**config.mk**
```make
export PLATFORM = sky130hd
export DESIGN_NAME = uart_mmio
export DESIGN_NICKNAME = d
export VERILOG_FILES = /design/src/rtl/uart_mmio.sv
export SDC_FILE = /design/constraint.sdc
export NUM_CORES = 1
export LEC_CHECK = 0
export BUFFER_PORTS_ARGS = -buffer_cell sky130_fd_sc_hd__buf_2
export CAP_MARGIN = 40
export CELL_PAD_IN_SITES_DETAIL_PLACEMENT = 0
export CELL_PAD_IN_SITES_GLOBAL_PLACEMENT = 2
export CORE_MARGIN = 2
export CORE_UTILIZATION = 38
export DETAILED_ROUTE_END_ITERATION = 10
export HOLD_SLACK_MARGIN = 0.15
export PLACE_DENSITY_LB_ADDON = 0.1
export SYNTH_ARGS = -nofsm -noshare
export SYNTH_HDL_FRONTEND = slang
export SYNTH_SLANG_ARGS = --single-unit
```
**constraint.sdc**
```tcl
create_clock -name clk_i -period 5.25 [get_ports clk_i]
set_input_delay 0.525 -clock clk_i [delete_from_list [all_inputs] [get_ports clk_i]]
set_output_delay 0.525 -clock clk_i [all_outputs]
set_load 0.03 [all_outputs]
```
**src/rtl/uart_mmio.sv**
```systemverilog
// Memory-mapped 8N1 UART for the RV32i data bus. The bus timing matches dmem:
// writes take effect on the clock edge, and read data is registered one cycle later.
// Word map: 0 TXDATA, 1 RXDATA, 2 STATUS, 3 CTRL.
module uart_mmio #(
    parameter int unsigned CLKS_PER_BIT = 217
) (
    input  logic        clk_i,
    input  logic        resetn_i,
    input  logic        cs_i,
    input  logic        we_i,
    input  logic        re_i,
    input  logic [3:0]  ble_i,
    input  logic [1:0]  add_i,
    input  logic [31:0] d_i,
    output logic [31:0] d_o,
    input  logic        rx_i,
    output logic        tx_o,
    output logic        irq_o
);

    localparam logic [15:0] BIT_LAST = 16'(CLKS_PER_BIT - 1);
    localparam logic [15:0] BIT_HALF = 16'(CLKS_PER_BIT / 2);

    typedef enum logic [1:0] {S_IDLE, S_START, S_DATA, S_STOP} state_t;

    // bus decode
    logic wr, rd, tx_load, rx_read, st_wr, ctrl_wr;
    logic tx_busy, tx_ie, rx_valid, overrun, frame_err;
    logic [7:0] rx_byte;

    assign wr      = cs_i & we_i;
    assign rd      = cs_i & re_i;
    assign tx_load = wr & (add_i == 2'd0) & ble_i[0] & ~tx_busy;
    assign rx_read = rd & (add_i == 2'd1);
    assign st_wr   = wr & (add_i == 2'd2) & ble_i[0];
    assign ctrl_wr = wr & (add_i == 2'd3) & ble_i[0];

    // upper write-data bits and lanes have no register behind them
    logic unused_bus;
    assign unused_bus = ^{d_i[31:8], ble_i[3:1]};

    // ---------------- transmitter ----------------
    state_t      tx_state;
    logic [15:0] tx_cnt;
    logic [2:0]  tx_bit;
    logic [7:0]  tx_shift;

    // TX FSM: every state lasts CLKS_PER_BIT cycles; tx_o is a register so the line never glitches
    always_ff @(posedge clk_i or negedge resetn_i) begin
        if (!resetn_i) begin
            tx_state <= S_IDLE;
            tx_cnt   <= '0;
            tx_bit   <= '0;
            tx_shift <= '0;
            tx_o     <= 1'b1;
            tx_busy  <= 1'b0;
        end else begin
            case (tx_state)
                S_IDLE: begin
                    if (tx_load) begin
                        tx_shift <= d_i[7:0];
                        tx_busy  <= 1'b1;
                        tx_o     <= 1'b0;
                        tx_cnt   <= BIT_LAST;
                        tx_state <= S_START;
                    end
                end
                S_START: begin
                    if (tx_cnt == 16'd0) begin
                        tx_o     <= tx_shift[0];
                        tx_cnt   <= BIT_LAST;
                        tx_bit   <= 3'd0;
                        tx_state <= S_DATA;
                    end else begin
                        tx_cnt <= tx_cnt - 16'd1;
                    end
                end
                S_DATA: begin
                    if (tx_cnt == 16'd0) begin
                        tx_cnt <= BIT_LAST;
                        if (tx_bit == 3'd7) begin
                            tx_o     <= 1'b1;
                            tx_state <= S_STOP;
                        end else begin
                            tx_shift <= {1'b0, tx_shift[7:1]};
                            tx_o     <= tx_shift[1];
                            tx_bit   <= tx_bit + 3'd1;
                        end
                    end else begin
                        tx_cnt <= tx_cnt - 16'd1;
                    end
                end
                default: begin
                    if (tx_cnt == 16'd0) begin
                        tx_busy  <= 1'b0;
                        tx_state <= S_IDLE;
                    end else begin
                        tx_cnt <= tx_cnt - 16'd1;
                    end
                end
            endcase
        end
    end

    // ---------------- receiver ----------------
    logic        rx_s1, rx_s2;
    state_t      rx_state;
    logic [15:0] rx_cnt;
    logic [2:0]  rx_bit;
    logic [7:0]  rx_shift;
    logic        rx_stop_hit;

    // two-flop synchronizer for the asynchronous serial input; idles high
    always_ff @(posedge clk_i or negedge resetn_i) begin
        if (!resetn_i) begin
            rx_s1 <= 1'b1;
            rx_s2 <= 1'b1;
        end else begin
            rx_s1 <= rx_i;
            rx_s2 <= rx_s1;
        end
    end

    // RX FSM: half-bit delay after the falling edge, then one sample per bit at mid-bit
    always_ff @(posedge clk_i or negedge resetn_i) begin
        if (!resetn_i) begin
            rx_state <= S_IDLE;
            rx_cnt   <= '0;
            rx_bit   <= '0;
            rx_shift <= '0;
        end else begin
            case (rx_state)
                S_IDLE: begin
                    if (!rx_s2) begin
                        rx_cnt   <= BIT_HALF;
                        rx_state <= S_START;
                    end
                end
                S_START: begin
                    if (rx_cnt == 16'd0) begin
                        if (!rx_s2) begin
                            rx_cnt   <= BIT_LAST;
                            rx_bit   <= 3'd0;
                            rx_state <= S_DATA;
                        end else begin
                            rx_state <= S_IDLE;   // glitch, not a start bit
                        end
                    end else begin
                        rx_cnt <= rx_cnt - 16'd1;
                    end
                end
                S_DATA: begin
                    if (rx_cnt == 16'd0) begin
                        rx_shift <= {rx_s2, rx_shift[7:1]};
                        rx_cnt   <= BIT_LAST;
                        if (rx_bit == 3'd7) rx_state <= S_STOP;
                        else                rx_bit   <= rx_bit + 3'd1;
                    end else begin
                        rx_cnt <= rx_cnt - 16'd1;
                    end
                end
                default: begin
                    // leave at the mid-stop sample so a back-to-back start bit is caught
                    if (rx_cnt == 16'd0) rx_state <= S_IDLE;
                    else                 rx_cnt   <= rx_cnt - 16'd1;
                end
            endcase
        end
    end

    assign rx_stop_hit = (rx_state == S_STOP) && (rx_cnt == 16'd0);

    // ---------------- flags and control ----------------
    // later assignments win, so a hardware event beats a same-edge firmware clear
    always_ff @(posedge clk_i or negedge resetn_i) begin
        if (!resetn_i) begin
            rx_valid  <= 1'b0;
            rx_byte   <= '0;
            overrun   <= 1'b0;
            frame_err <= 1'b0;
            tx_ie     <= 1'b0;
        end else begin
            if (rx_read) rx_valid <= 1'b0;
            if (st_wr && d_i[2]) overrun   <= 1'b0;
            if (st_wr && d_i[3]) frame_err <= 1'b0;
            if (ctrl_wr) tx_ie <= d_i[0];
            if (rx_stop_hit) begin
                if (rx_s2) begin
                    if (!rx_valid || rx_read) begin
                        rx_byte  <= rx_shift;
                        rx_valid <= 1'b1;
                    end else begin
                        overrun <= 1'b1;
                    end
                end else begin
                    frame_err <= 1'b1;
                end
            end
        end
    end

    // registered read port; holds its value on cycles without a read strobe
    always_ff @(posedge clk_i or negedge resetn_i) begin
        if (!resetn_i) begin
            d_o <= '0;
        end else if (rd) begin
            case (add_i)
                2'd1:    d_o <= {rx_valid, 23'b0, rx_byte};
                2'd2:    d_o <= {28'b0, frame_err, overrun, rx_valid, tx_busy};
                2'd3:    d_o <= {31'b0, tx_ie};
                default: d_o <= '0;
            endcase
        end
    end

    assign irq_o = rx_valid | (~tx_busy & tx_ie);

endmodule

```
-- Yosys cells after proc, flatten, opt, wreduce, memory -nomap -nowiden
Index checks and enable logic that the tools add are counted.
- word-level logic and storage cells: 144
- register bits: 106
- memories: 0
- bits of input ports: 44
- memory bits (writable): 0
- output and inout bits: 34
- bits in read-only memories: 0
- bits in latches: 0
- equal/unequal tests: 24
- reduce and logical (&&, ||, !) cells: 28
- $lt $le $gt $ge: 0
- multipliers: 0
- shift-type cells: 0
- $add $sub $neg: 4
- bitwise gates (word level): 14
- multiplexer cells: 56
- divide/modulo/power cells: 0
- operators by type and width (operator ; number):
    2-to-1 mux 16 bit ; 8
    case mux 32 bit (3 select lines) ; 1
    case mux 16 bit (3 select lines) ; 1
    logical NOT 16 bit ; 2
    case mux 16 bit (2 select lines) ; 1
    subtractor 16 x 1 -> 16 bit (second input constant) ; 2
    2-to-1 mux 8 bit ; 3
    2-to-1 mux 2 bit ; 11
    inequality test 2 bit (second input constant) ; 11
    2-to-1 mux 3 bit ; 7
    2-to-1 mux 1 bit ; 17
    case mux 8 bit (2 select lines) ; 1
    AND reduction 5 bit ; 3
    case mux 2 bit (3 select lines) ; 2
    case mux 3 bit (2 select lines) ; 2
    AND reduction 4 bit ; 3
    AND 1 bit ; 11
    == test 2 bit (second input constant) ; 5
    nonzero test 2 bit ; 5
    AND reduction 3 bit ; 3
    adder 3 x 1 -> 3 bit (second input constant) ; 2
    == test 2 x 1 -> 1 bit (second input constant) ; 3
    == test 3 bit (second input constant) ; 2
    logical NOT 2 bit ; 3
    13 further kinds ; 17

-- Logic depth before layout (Yosys ltp)
- depth after elaboration: 8
- gate-level depth with buffers: 10
- mapped depth without buffers: 7

-- Worst setup path before layout
OpenSTA, ideal clock, no wires.
- path type: flip-flop to flip-flop
- start: reg tx_cnt[0]
- end: reg tx_shift[0]
- buffers on the path: 3
- setup slack: 2741 ps
- arrival: 2387 ps
- period minus slack after synthesis: 2509 ps
- data required time: 5128 ps
- setup time: 122 ps
- stages on the path, launching flop included: 11
- cell sequence: dfrtp_1 -> inv_1 -> ha_1 -> or3b_2 -> clkbuf_1 -> or3_1 -> buf_2 -> o41ai_4 -> and2_1 -> buf_4 -> a21oi_2
- longest elaborated chain between the ends: 3
- ends and longest elaborated chain (element ; line ; source):
    start: declaration ; 44 ; logic [15:0] tx_cnt;
    start signal: assignment ; 75 ; tx_cnt <= tx_cnt - 16'd1;
    start signal: assignment ; 90 ; tx_cnt <= tx_cnt - 16'd1;
    start signal: assignment ; 98 ; tx_cnt <= tx_cnt - 16'd1;
    logical NOT 16 bit ; 79 ; if (tx_cnt == 16'd0) begin
    inequality test 2 bit (no source line) ; - ;
    AND reduction 4 bit (no source line) ; - ;
    end signal: assignment ; 61 ; tx_shift <= d_i[7:0];
    end signal: assignment ; 85 ; tx_shift <= {1'b0, tx_shift[7:1]};
    end: declaration ; 46 ; logic [7:0] tx_shift;
No other way between the ends.
A chain may end at the register's enable or synchronous reset.

-- Worst setup path in the final report
- start: reg rx_cnt[0]
- end: reg rx_cnt[1]
- longest elaborated chain between the ends: 3
- elaborated cells on any way between the ends: 9
- those cells by class: add/sub (1); eq/ne (2); mux (4); reduce/logical (2)
- ends and longest elaborated chain (element ; line ; source):
    start: declaration ; 108 ; logic [15:0] rx_cnt;
    start signal: assignment ; 149 ; rx_cnt <= rx_cnt - 16'd1;
    start signal: assignment ; 159 ; rx_cnt <= rx_cnt - 16'd1;
    start signal: assignment ; 165 ; else rx_cnt <= rx_cnt - 16'd1;
    subtractor 16 x 1 -> 16 bit or logical NOT 16 bit (tied branches) ; - ;
    2-to-1 mux 16 bit, or another cell as far along ; 164 ; if (rx_cnt == 16'd0) rx_state <= S_IDLE;
    case mux 16 bit (3 select lines) or AND reduction 3 bit (tied branches) ; - ;
Parallel ways exist; a longest one is shown, timed or not. The select of a mux whose other input is x is not followed.

==> impl_results.md <==
* Kind of critical path: reg -> reg
* Crit-path max cell delay at roughly 0.70 ns
* First-pass GRT wire length at between 15 and 20 mm
* Status: complete, no violations
* Worst slew pin tran at ~0.85 ns
* Top-area cell type share of the netlist area at 42.3%
* Max Slew Vio Count at 0
* Main flop type after synthesis: dfrtp_1
* Max-cap viol count at 0
* Net switching power at between 300 and 400 µW
* Number of core rows at 40
* Clk slew on worst S/H paths at about 0.070 ns
* Crit. End Element: register
* Post-synth ARST share at 100%
* # H-tree levels at 3
* Number of global-route vias before repair at 3566
* Crit share post-route at 56.8%
* Antenna violations before repair at 0
* Total CTS buffers at 9
* Post-synth EDFFs at 0
* VDD IR max at between 0.0001 and 0.00015 V
* Die ar. at approximately 13000 µm²
* Final Hold Fails at 0
* Placed inst area at a little under 5000 µm²
* Die width at about 120 µm
* Worst path depth at 7
* Fmax achieved at 335 MHz
* Post-CTS sizing at 0
* Yosys cell types at 63
* CP Data Required Time at about 5.5 ns
* Buffers on Ports at 27
* CTS Sinks at 83
* Setup tns final at 0 ns
* GPL Wtd Cong at between 0.7 and 0.8
* Clock Latency Late Sink at about 0.35 ns
* RSZ-0062 raised after global routing: false
* CP startpoint kind: register
* Layout cell share with drive strength beyond 1 at approximately 15%
* Worst slew margin at about 43%
* Reg power frac at about 50%
* Critical path's top delay family: simple AND/OR/NAND/NOR gates
* Overall Global Routing Usage at between 15 and 20%
* WL final at 11.0 mm
* Pwr dens at around 280 nW/µm²
* Fill count at between 1000 and 1500
* DRT Pass-1 Iters at 4
* Combinational share of power at approximately 8.1%
* Worst Hold Depth at 1
* Die height at between 100 and 150 µm
* Internal Power at 1.04 mW
* Placeable Area at about 12000 µm²
* Post-DR vias/cell at 5.45
* Max clock buf depth at 2
* Slowest-stage cell, CP: or4_1
* Synth top area cells: dfrtp_1 (42%), ha_1 (4.0%), buf_4 (3.8%), o21ai_0 (3.2%), mux2_2 (2.9%)
* Gr ovfl total at 0
* Antenna-violating nets left at 0
* Placed Cells at 659
* Area delta synth->final at 9.96%
* Clock network power share at between 40% and 50%
* Worst Path Buf+Inv at 1
* Reg2Reg Depth at 7
* Switching share of power at 27.6%
* Synth Area per Inst at around 9.8 µm²
* CTS tree: yes
* Post-Layout Cell Count at 675
* Post-Syn Area at 4740 µm²
* Diode count at 0
* Hold WC Path Type: in -> reg
* Synth warn at 0
* # DRC at 0
* Detail Placement HPWL at between 7 and 8 mm
* Crit path cell chain: inv_1, ha_1, nor4b_2, nand4_1, or4_1, and2_1, mux2_1
* IO Pins at slightly below 80
* Cells after Synth at 485
* Crit path max fanout at 15
* Initial Util at around 39%
* Pleak at approximately 2.3 nW
* DRT iter0 DRCs at 166
* FF+latch count, synth at 83
* Final setup fails at 0
* Register area share after synthesis at 43.9%
* Design area at ~5200 µm²
* Nets at about 560
* Wire per inst at 16.2 µm
* Top-count cell post-synth: dfrtp_1
* Largest net degree at the start of global routing at 55
* Root Driver: clkbuf_16
* Synth area leader: dfrtp_1
* DR vias at around 3700
* Worst Path Arrival at approximately 3.2 ns
* Min cycle time layout at 2.98 ns
* Post-synth top cells: dfrtp_1 (80), nand2_1 (35), o21ai_0 (30), buf_4 (24), nor2_1 (21)
* Setup Skew at slightly above 0.008 ns
[through the flow]
step | hold slack (ns) | worst slack [ns] | util (%) | total power [mW]
CTS | 0.258 | 2.26 | 43.0 | 1.46
floorplan | 0.229 | 2.74 | - | 0.819
detailed placement | 0.347 | 2.27 | 40.7 | 0.850
global placement | 0.346 | 2.24 | 40.6 | 0.847
finish | 0.275 | 2.27 | 43.0 | 1.44
global route | 0.259 | 2.04 | 43.0 | 1.51
[logic make-up after synthesis]
group	Yosys count	synth area share [%]
compound gates	149	21.6
simple gates	139	15.9
flops	83	43.9
buf+inv	66	7.21
mux	32	7.32
fa+ha+maj	15	3.96
other cells	1	0.0792
[power by group through the flow]
| stage | logic [mW] | clock network, mW | registers, mW |
|---|---|---|---|
| after global routing | 0.130 | 0.650 | 0.727 |
| after floorplan | 0.0981 | 0 | 0.721 |
| after detailed placement | 0.118 | 0 | 0.732 |
| after global placement | 0.115 | 0 | 0.732 |
| final | 0.116 | 0.601 | 0.720 |
| after CTS | 0.118 | 0.623 | 0.721 |
[repair_timing]
action / 4_1_cts / 5_1_grt
setup endpoints to repair: 0 / 0
hold buffers: 1 / 0
buffers inserted: 0 / 0
hold endpoints to repair: 28 / 0
[layer usage]
layer | up-vias | track usage [%] | part of all wire (%)
li1 | 1791 | - | -
met1 | 1827 | 22.7 | 46
met2 | 55 | 28.4 | 50
met3 | 8 | 4.65 | 3.4
met4 | 0 | 4.52 | 0.89
met5 | - | 0 | 0
[worst register-to-register path, delay by kind of cell, from the launching register on]
family / cells / cell delay, ns
AND/OR/NAND/NOR: 4 / 1.79
flip-flops: 1 / 0.39
multiplexers: 1 / 0.39
adder cells (fa/ha/maj): 1 / 0.17
buffers and inverters: 1 / 0.13
[sequential cells by signal, summed over array words and instances, names as in the netlist, 3 cells and up]
name	cells
tx_bit	3
d_o	9
rx_cnt	16
rx_shift	8
tx_cnt	16
rx_bit	3
tx_shift	8
rx_byte	8
[cells in the final DEF, fill, tap and decap left out, types with 5 or more instances in the layout]
cell type  count
nand2_1       35
nor3_1        17
or3_1          6
nand3_1        8
mux2_2        12
clkbuf_16      9
a21oi_1       20
nor4_1         7
nand2b_1      11
buf_2         27
mux2_1         9
mux2i_1       11
o21ai_1        9
conb_1        23
a22o_1         8
inv_1         18
o21ai_0       30
ha_1          15
a21oi_2        7
nor2b_1        5
a22oi_1        8
o22ai_1        6
nor2_1        21
a21o_1         5
dfrtp_1       80
o211ai_1      11
a31oi_1       11
[final cells by class]
| type | instances | area (µm²) | area share [%] |
|---|---|---|---|
| clock inverters | 6 | 48.8 | 0.937 |
| clock buffers | 9 | 225 | 4.32 |
| inverters | 19 | 71.3 | 1.37 |
| multi-input cells | 358 | 2400 | 46.0 |
| well taps | 168 | 210 | 4.04 |
| flip-flops and latches | 83 | 2080 | 40.0 |
| repair buffers | 32 | 175 | 3.36 |
[path summary, 6_finish.rpt]
| check | startpoint | endpoint | slack [ns] |
|---|---|---|---|
| max | rx_cnt[0] | rx_cnt[1] | 2.27 |
| min | rx_i | rx_s1 | 0.28 |
| max reg2reg | rx_cnt[0] | rx_cnt[1] | 2.27 |
| min reg2reg | rx_s1 | rx_s2 | 0.36 |
| max in group asynchronous | resetn_i | rx_cnt[12] | 3.57 |
| min in group asynchronous | resetn_i | tx_cnt[8] | 0.65 |
Power figures use the tool's default switching activity.
